$ cat src/rtl/sys_ctrl_bus_arbiter.sv
// sys_ctrl_bus_arbiter
// Shares the CPU/VRAM memory bus between the CPU core and the debug port
// that sys_ctrl_fsm drives. It runs the halt handshake with the CPU, moves
// bus ownership between the two sides, and returns debug read data with a
// one-cycle valid strobe.
//
// Optional build macro: SYS_CTRL_BUS_WPROT_EN
//   When defined, this adds the WPROT_BASE parameter and the sticky
//   wprot_hit output. Debug writes at or above WPROT_BASE are then blocked.
module sys_ctrl_bus_arbiter #(
    parameter int unsigned ADDR_W       = 16,
    parameter int unsigned DATA_W       = 8,
    parameter int unsigned RD_LAT       = 1,
`ifdef SYS_CTRL_BUS_WPROT_EN
    parameter logic [ADDR_W-1:0] WPROT_BASE = 'h8000,
`endif
    parameter int unsigned HALT_TIMEOUT = 1024
) (
    input  logic              clk,
    input  logic              rst,
    input  logic              dbg_halt_req,
    input  logic [ADDR_W-1:0] dbg_addr,
    input  logic [DATA_W-1:0] dbg_wdata,
    input  logic              dbg_we,
    input  logic              dbg_re,
    output logic [DATA_W-1:0] dbg_rdata,
    output logic              dbg_rvalid,
    output logic              dbg_granted,
    output logic              dbg_busy,
    output logic              halt_timeout,
`ifdef SYS_CTRL_BUS_WPROT_EN
    output logic              wprot_hit,
`endif
    input  logic [ADDR_W-1:0] cpu_bus_addr,
    input  logic [DATA_W-1:0] cpu_bus_wdata,
    input  logic              cpu_bus_we,
    output logic [DATA_W-1:0] cpu_bus_rdata,
    output logic              cpu_halt,
    input  logic              cpu_is_halted,
    output logic [ADDR_W-1:0] mem_addr,
    output logic [DATA_W-1:0] mem_wdata,
    output logic              mem_we,
    input  logic [DATA_W-1:0] mem_rdata
);

    localparam int unsigned CNT_W = (HALT_TIMEOUT > 1) ? $clog2(HALT_TIMEOUT) : 1;
    localparam logic [CNT_W-1:0] TO_LAST = CNT_W'(HALT_TIMEOUT - 1);
    localparam logic [2:0]       RD_LAST = 3'(RD_LAT - 1);

    typedef enum logic [2:0] {
        CPU_OWN,
        HALT_WAIT,
        DBG_IDLE,
        DBG_READ,
        RELEASE
    } state_t;

    state_t            state;
    state_t            state_nxt;
    logic [CNT_W-1:0]  to_cnt;
    logic [2:0]        rd_cnt;
    logic [ADDR_W-1:0] rd_addr;
    logic              rd_last;
    logic              read_go;
    logic              dbg_wr_ok;
    logic              dbg_wr_prot;

    assign rd_last = (state == DBG_READ) && (rd_cnt == RD_LAST);
    assign read_go = (state == DBG_IDLE) && dbg_halt_req && dbg_re && !dbg_we;

`ifdef SYS_CTRL_BUS_WPROT_EN
    assign dbg_wr_prot = (dbg_addr >= WPROT_BASE);
`else
    assign dbg_wr_prot = 1'b0;
`endif
    assign dbg_wr_ok = (state == DBG_IDLE) && dbg_we && !dbg_wr_prot;

    // Ownership and status flags come straight from the state register.
    assign cpu_halt      = (state == HALT_WAIT) || (state == DBG_IDLE) || (state == DBG_READ);
    assign dbg_granted   = (state == DBG_IDLE) || (state == DBG_READ);
    assign dbg_busy      = (state == DBG_READ);
    assign cpu_bus_rdata = mem_rdata;

    // State register.
    always_ff @(posedge clk or negedge rst) begin
        if (!rst) begin
            state <= CPU_OWN;
        end else begin
            state <= state_nxt;
        end
    end

    // Next-state logic for the ownership handshake.
    always_comb begin
        state_nxt = state;
        case (state)
            CPU_OWN: begin
                if (dbg_halt_req) state_nxt = HALT_WAIT;
            end
            HALT_WAIT: begin
                if (!dbg_halt_req)      state_nxt = RELEASE;
                else if (cpu_is_halted) state_nxt = DBG_IDLE;
            end
            DBG_IDLE: begin
                if (!dbg_halt_req) state_nxt = RELEASE;
                else if (read_go)  state_nxt = DBG_READ;
            end
            DBG_READ: begin
                // A read that is already in flight always completes before release.
                if (rd_last) state_nxt = dbg_halt_req ? DBG_IDLE : RELEASE;
            end
            RELEASE: begin
                if (dbg_halt_req)        state_nxt = HALT_WAIT;
                else if (!cpu_is_halted) state_nxt = CPU_OWN;
            end
            default: state_nxt = CPU_OWN;
        endcase
    end

    // Halt-wait counter (saturating) and the sticky timeout flag.
    always_ff @(posedge clk or negedge rst) begin
        if (!rst) begin
            to_cnt       <= '0;
            halt_timeout <= 1'b0;
        end else begin
            if (state == HALT_WAIT) begin
                if (to_cnt != TO_LAST) to_cnt <= to_cnt + 1'b1;
                if (!cpu_is_halted && (to_cnt == TO_LAST)) halt_timeout <= 1'b1;
            end else begin
                to_cnt <= '0;
            end
        end
    end

    // Debug read path: latch the address, count the latency, and capture the data.
    always_ff @(posedge clk or negedge rst) begin
        if (!rst) begin
            rd_addr    <= '0;
            rd_cnt     <= '0;
            dbg_rdata  <= '0;
            dbg_rvalid <= 1'b0;
        end else begin
            dbg_rvalid <= rd_last;
            if (read_go) begin
                rd_addr <= dbg_addr;
                rd_cnt  <= '0;
            end else if ((state == DBG_READ) && !rd_last) begin
                rd_cnt <= rd_cnt + 1'b1;
            end
            if (rd_last) dbg_rdata <= mem_rdata;
        end
    end

`ifdef SYS_CTRL_BUS_WPROT_EN
    // Sticky flag that records a blocked debug write; only reset clears it.
    always_ff @(posedge clk or negedge rst) begin
        if (!rst) begin
            wprot_hit <= 1'b0;
        end else if ((state == DBG_IDLE) && dbg_we && dbg_wr_prot) begin
            wprot_hit <= 1'b1;
        end
    end
`endif

    // Memory bus mux. While in DBG_IDLE the live dbg_addr is used so that a
    // write lands in the same cycle. The other debug states present the latched
    // read address.
    always_comb begin
        mem_addr  = cpu_bus_addr;
        mem_wdata = cpu_bus_wdata;
        mem_we    = cpu_bus_we;
        if ((state != CPU_OWN) && (state != HALT_WAIT)) begin
            mem_addr  = (state == DBG_IDLE) ? dbg_addr : rd_addr;
            mem_wdata = dbg_wdata;
            mem_we    = dbg_wr_ok;
        end
        if (!rst) mem_we = 1'b0;
    end

endmodule
$ cat config.mk
export PLATFORM = sky130hd
export DESIGN_NAME = sys_ctrl_bus_arbiter
export DESIGN_NICKNAME = d
export VERILOG_FILES = /design/src/rtl/sys_ctrl_bus_arbiter.sv
export SDC_FILE = /design/constraint.sdc
export NUM_CORES = 1
export LEC_CHECK = 0
export BUFFER_PORTS_ARGS = -buffer_cell sky130_fd_sc_hd__buf_2
export CORE_MARGIN = 1
export CORE_UTILIZATION = 47
export DETAILED_ROUTE_END_ITERATION = 12
export PLACE_DENSITY_LB_ADDON = 0.1
export SYNTH_ARGS = -nofsm -noshare
export SYNTH_HDL_FRONTEND = slang
export SYNTH_SLANG_ARGS = --single-unit
$ cat constraint.sdc
create_clock -name clk -period 2.5 [get_ports clk]
set_input_delay 0.125 -clock clk [delete_from_list [all_inputs] [get_ports clk]]
set_output_delay 0.125 -clock clk [all_outputs]
set_load 0.02 [all_outputs]
# Yosys cells after proc, flatten, opt, wreduce, memory -nomap -nowiden
# Index checks and enable logic that the tools add are counted.
[totals] reg_bits=42
[op_classes] n_addsub=2 n_eq_ne=13 muxes=19 reduce_logical=20
[ops] operator="3-bit two-way mux" count=11
[ops] operator="16-bit two-way mux" count=2
[ops] operator="10-bit two-way mux" count=2
[ops] operator="3-bit case mux with 5 select lines" count=1
[ops] operator="10-bit by 1-bit adder with 10-bit output (second input constant)" count=1
[ops] operator="10-bit == test (second input constant)" count=1
[ops] operator="10-bit != test (second input constant)" count=1
[ops] operator="3-bit != test (second input constant)" count=3
[ops] operator="1-bit logical AND" count=8
[ops] operator="8-bit two-way mux" count=1
[ops] operator="3-bit by 2-bit == test with 1-bit output (second input constant)" count=2
[ops] operator="3-bit logical NOT" count=2
[ops] operator="5-bit AND reduction" count=1
[ops] operator="2-bit by 1-bit != test with 1-bit output (second input constant)" count=2
[ops] operator="3-bit by 1-bit adder with 3-bit output (second input constant)" count=1
[ops] operator="3-bit by 1-bit == test with 1-bit output (second input constant)" count=1
[ops] operator="3-bit == test (second input constant)" count=1
[ops] operator="1-bit logical NOT" count=3
[ops] operator="1-bit logical OR" count=3
[ops] operator="3-bit by 1-bit != test with 1-bit output (second input constant)" count=1
[ops] operator="3-bit nonzero test" count=1
[ops] operator="1-bit two-way mux" count=2
[ops] operator="2-bit != test (second input constant)" count=1
[ops] operator="2-bit AND reduction" count=1
[ops] operator="2-bit nonzero test" count=1

# Longest topological paths before layout
[depth] word_depth=7 mapped_depth=7 ltp_nobuf=6

# Least setup slack after synthesis
# OpenSTA, ideal clock, no wires.
[synth_path] path_kind="register to register" from="register state[2]" to="register state[0]" arrival_ns=1.882 required_ns=2.375 slack_ns=0.493 stages_incl_launch_ff=8 n_path_buf=1 cell_sequence="dfrtp_1 clkbuf_1 nor2b_1 nand2_1 inv_1 nand2_1 o221ai_1 mux2_2"
[synth_via] word_cells_on_any_way=16 cone_classes="eq/ne: 9; mux: 1; reduce/logical: 6"
[synth_lines] element="start: declaration" line_no="58" source="state_t state;"
[synth_lines] element="start signal: assignment" line_no="89" source="state <= state_nxt;"
[synth_lines] element="3-bit by 2-bit == test with 1-bit output *"
[synth_lines] element="via dbg_busy" line_no="29" source="output logic dbg_busy,"
[synth_lines] element="1-bit logical AND" line_no="68" source="assign rd_last = (state == DBG_READ) && (rd_cnt == RD_LAST);"
[synth_lines] element="2-bit by 1-bit != test with 1-bit output (no line)"
[synth_lines] element="5-bit AND reduction (no line)"
# The timed path passes the listed nets; every way through them passes the cells marked *.
# A chain may end at the register's enable or synchronous reset.

# Worst setup path after layout
[layout_path] from="register state[2]" to="register rd_addr[12]"
[layout_via] elab_chain_len=4
[layout_lines] element="3-bit by 2-bit == test with 1-bit output" line_no="69" source="assign read_go = (state == DBG_IDLE) && dbg_halt_req && dbg_re && !dbg_we;"
[layout_lines] element="1-bit logical AND (3 in series)" line_no="69"
[layout_lines] element="end signal: assignment" line_no="145" source="rd_addr <= dbg_addr;"
[layout_lines] element="end: declaration" line_no="62" source="logic [ADDR_W-1:0] rd_addr;"
# Every way passes these cells.

==> run_results.csv <==
group,metric,value,unit
timing,hold_viol,0,
setup_path,crit_path_start_kind,"flip-flop",
setup_path,path_delay_family,"simple AND/OR/NAND/NOR gates",
timing,rsz0062_at_grt,"false",
cts,htree_levels,2,
timing,final.setup_skew,4.82,ps
routing,routed_wl,4930,µm
logic_synthesis,synthDominantCellAreaShare,0.435,
cts,cts_resized,0,
logic_synthesis,ys_warn_count,0,
logic_synthesis,async_flop_share,1.00,
logic_synthesis,syn_area_per_cell,10.7,µm²
placement,numPortBuffers,108,
cts,clk_pin_slew,70,ps
logic_synthesis,synth-edff-count,0,
pwr,leakage,1.57,nW
finish,multi_input_area,1230,µm²
logic_synthesis,yosys-top-cells-count,"42 x dfrtp_1, 27 x mux2_2, 23 x nand2_1",
cts,root_buffer,"clkbuf_8",
floorplanning,io_pins,109,
timing,worstMarginPinSlew,517,ps
finish,final_area,3040,µm²
run,maxCapViolations,0,
routing,drt-vias-per-instance,4.97,
grt,antenna_found_initial,0,
grt,grt_overflow,0,
logic_synthesis,syn_area,2410,µm²
cts,numClockSinks,42,
finish,antenna_cells,0,
finish,fin_cells,394,
logic_synthesis,synth.most_common_cell,"dfrtp_1",
logic_synthesis,synth.distinct_cells,42,
floorplanning,die_w,73.7,µm
floorplanning,std_cell_rows,25,
timing,setup_viol,0,
timing,period_share,0.775,
logic_synthesis,synth-main-ff-cell,"dfrtp_1",
logic_synthesis,synth-seq-cells,42,
routing,firstDrtPassIters,4,
placement,hpwlAfterDp,3810,µm
pwr,powerDensity,1070,nW/µm²
placement,dp_cells,386,
setup_path,critical-path-max-stage-delay,370,ps
setup_path,critPathRequiredTime,2670,ps
timing,final_max_slew_viol_count,0,
timing,tns,0,ps
grt,grtUsageTotal,0.192,
logic_synthesis,syn-num-nets,291,
status,outcome,"completed",
routing,ant_nets,0,
grt,grt_pass1_vias,1842,
cts,cts_setup_buffers,0,
setup_path,crit_chain,"nand2b_2 -> or3b_1 -> or3b_1 -> buf_4 -> mux2_4",
placement,placed_area,2950,µm²
floorplanning,start_util,0.501,
setup_path,crit_type,"reg -> reg",
routing,route.detailed.drc,0,
setup_path,arrival,2110,ps
logic_synthesis,synthTopCellsByArea,"dfrtp_1 44%, mux2_2 13%, mux2i_1 7.5%",
cts,cts_tree,"yes",
grt,grt_pass1_wl,8020,µm
timing,maxSlewHeadroom,0.653,
floorplanning,die_h,73.7,µm
floorplanning,fp.dieArea,5430,µm²
routing,first_iter_violations,88,
logic_synthesis,ys_seq_area_frac,0.435,
pwr,peakVddDrop,0.000483,V
cts,clockBufferDepth,2,
setup_path,cpMostUsedCell,"or3b_1",
timing,fmax,516,MHz
floorplanning,core,4820,µm²
timing,finalCriticalPeriod,1940,ps
setup_path,slowest_stage,"dfrtp_1",
placement,place_ws,557,ps
setup_path,cp_max_fo,19,
finish,nFillCells,429,
setup_path,crit_buf_inv,1,
finish,drive_gt1_frac,0.498,
pwr,total_power,3.26,mW
hold_path,hold_class,"in -> reg",
placement,place.gp.congestion,0.796,
cts,hold_buffers,1,
finish,area.growth.synth_to_final,26.0,%
grt,grt_max_degree,43,
routing,wl_per_cell,12.5,µm
logic_synthesis,syn-instance-count,225,
setup_path,r2r_setup_slack,560,ps
timing,layout_setup_ws,561,ps
setup_path,end_kind,"flip-flop",
cts,cts_buffers,5,
finish,seq_area,1050,µm²
routing,vias,1960,
logic_synthesis,yosys.area.top_type,"dfrtp_1",
cts,worst_skew_pair.late_latency,280,ps
finish,fin_nets,393,
[cells in the final DEF, fill, tap and decap left out, drive strengths merged, types with 3 or more instances in the layout]
master and count:
nor2b 5, nor2 15, mux2i 18, nand3 4, mux2 34, inv 3, buf 113, a31oi 3
and2 3, xor2 4, or3b 3, nand2b 3, dfrtp 42, nor3 5, nand2 23, ha 3
and3 3, o21ai 17, clkbuf 5
[path summary, 6_finish.rpt]
path | start | end | depth (start not counted)
worst min register to register | halt_timeout | halt_timeout | 1
max in group asynchronous | rst | to_cnt[7] | 3
min in group asynchronous | rst | state[1] | 3
worst max register to register | state[2] | rd_addr[12] | 5
worst max-delay path | state[2] | rd_addr[12] | 5
worst min-delay path | mem_rdata[0] | dbg_rdata[0] | 2
[sequential cells by signal (all words and copies together), names as in the netlist]
register,cells
rd_addr,16
to_cnt,10
dbg_rdata,8
rd_cnt,3
halt_timeout,1
state,3
dbg_rvalid,1
[stage by stage]
stage	hold WS [ps]	util
global route	74.1	0.631
global placement	302	0.613
finish	79.0	0.631
CTS	64.8	0.631
floorplan	-171	-
detailed placement	282	0.613
[cell families after synthesis]
| logic type | after synthesis | synth area share |
|---|---|---|
| simple gates | 69 | 0.144 |
| mux | 52 | 0.244 |
| flops | 42 | 0.435 |
| compound gates | 31 | 0.0804 |
| buf+inv | 22 | 0.0591 |
| xor+xnor | 6 | 0.0218 |
| fa+ha+maj | 3 | 0.0156 |
[metal layers]
metal | track usage | share of wire
met5 | 0 | 0
met3 | 0.0329 | 0.048
met1 | 0.237 | 0.44
met2 | 0.339 | 0.51
met4 | 0.0641 | 0.0036
[final cells by class]
cell class,instances,share of cell area
Inverter,3,0.00370
Multi-Input combinational cell,161,0.404
Clock inverter,2,0.00329
Timing Repair Buffer,114,0.193
Sequential cell,42,0.346
Clock buffer,5,0.0226
Tap cell,67,0.0276
[where the power goes]
part / switching, mW / internal, mW
Clock: 0.211 / 0.187
Sequential: 0.159 / 0.926
Combinational: 0.985 / 0.791
(Power assumes the default switching activity.)
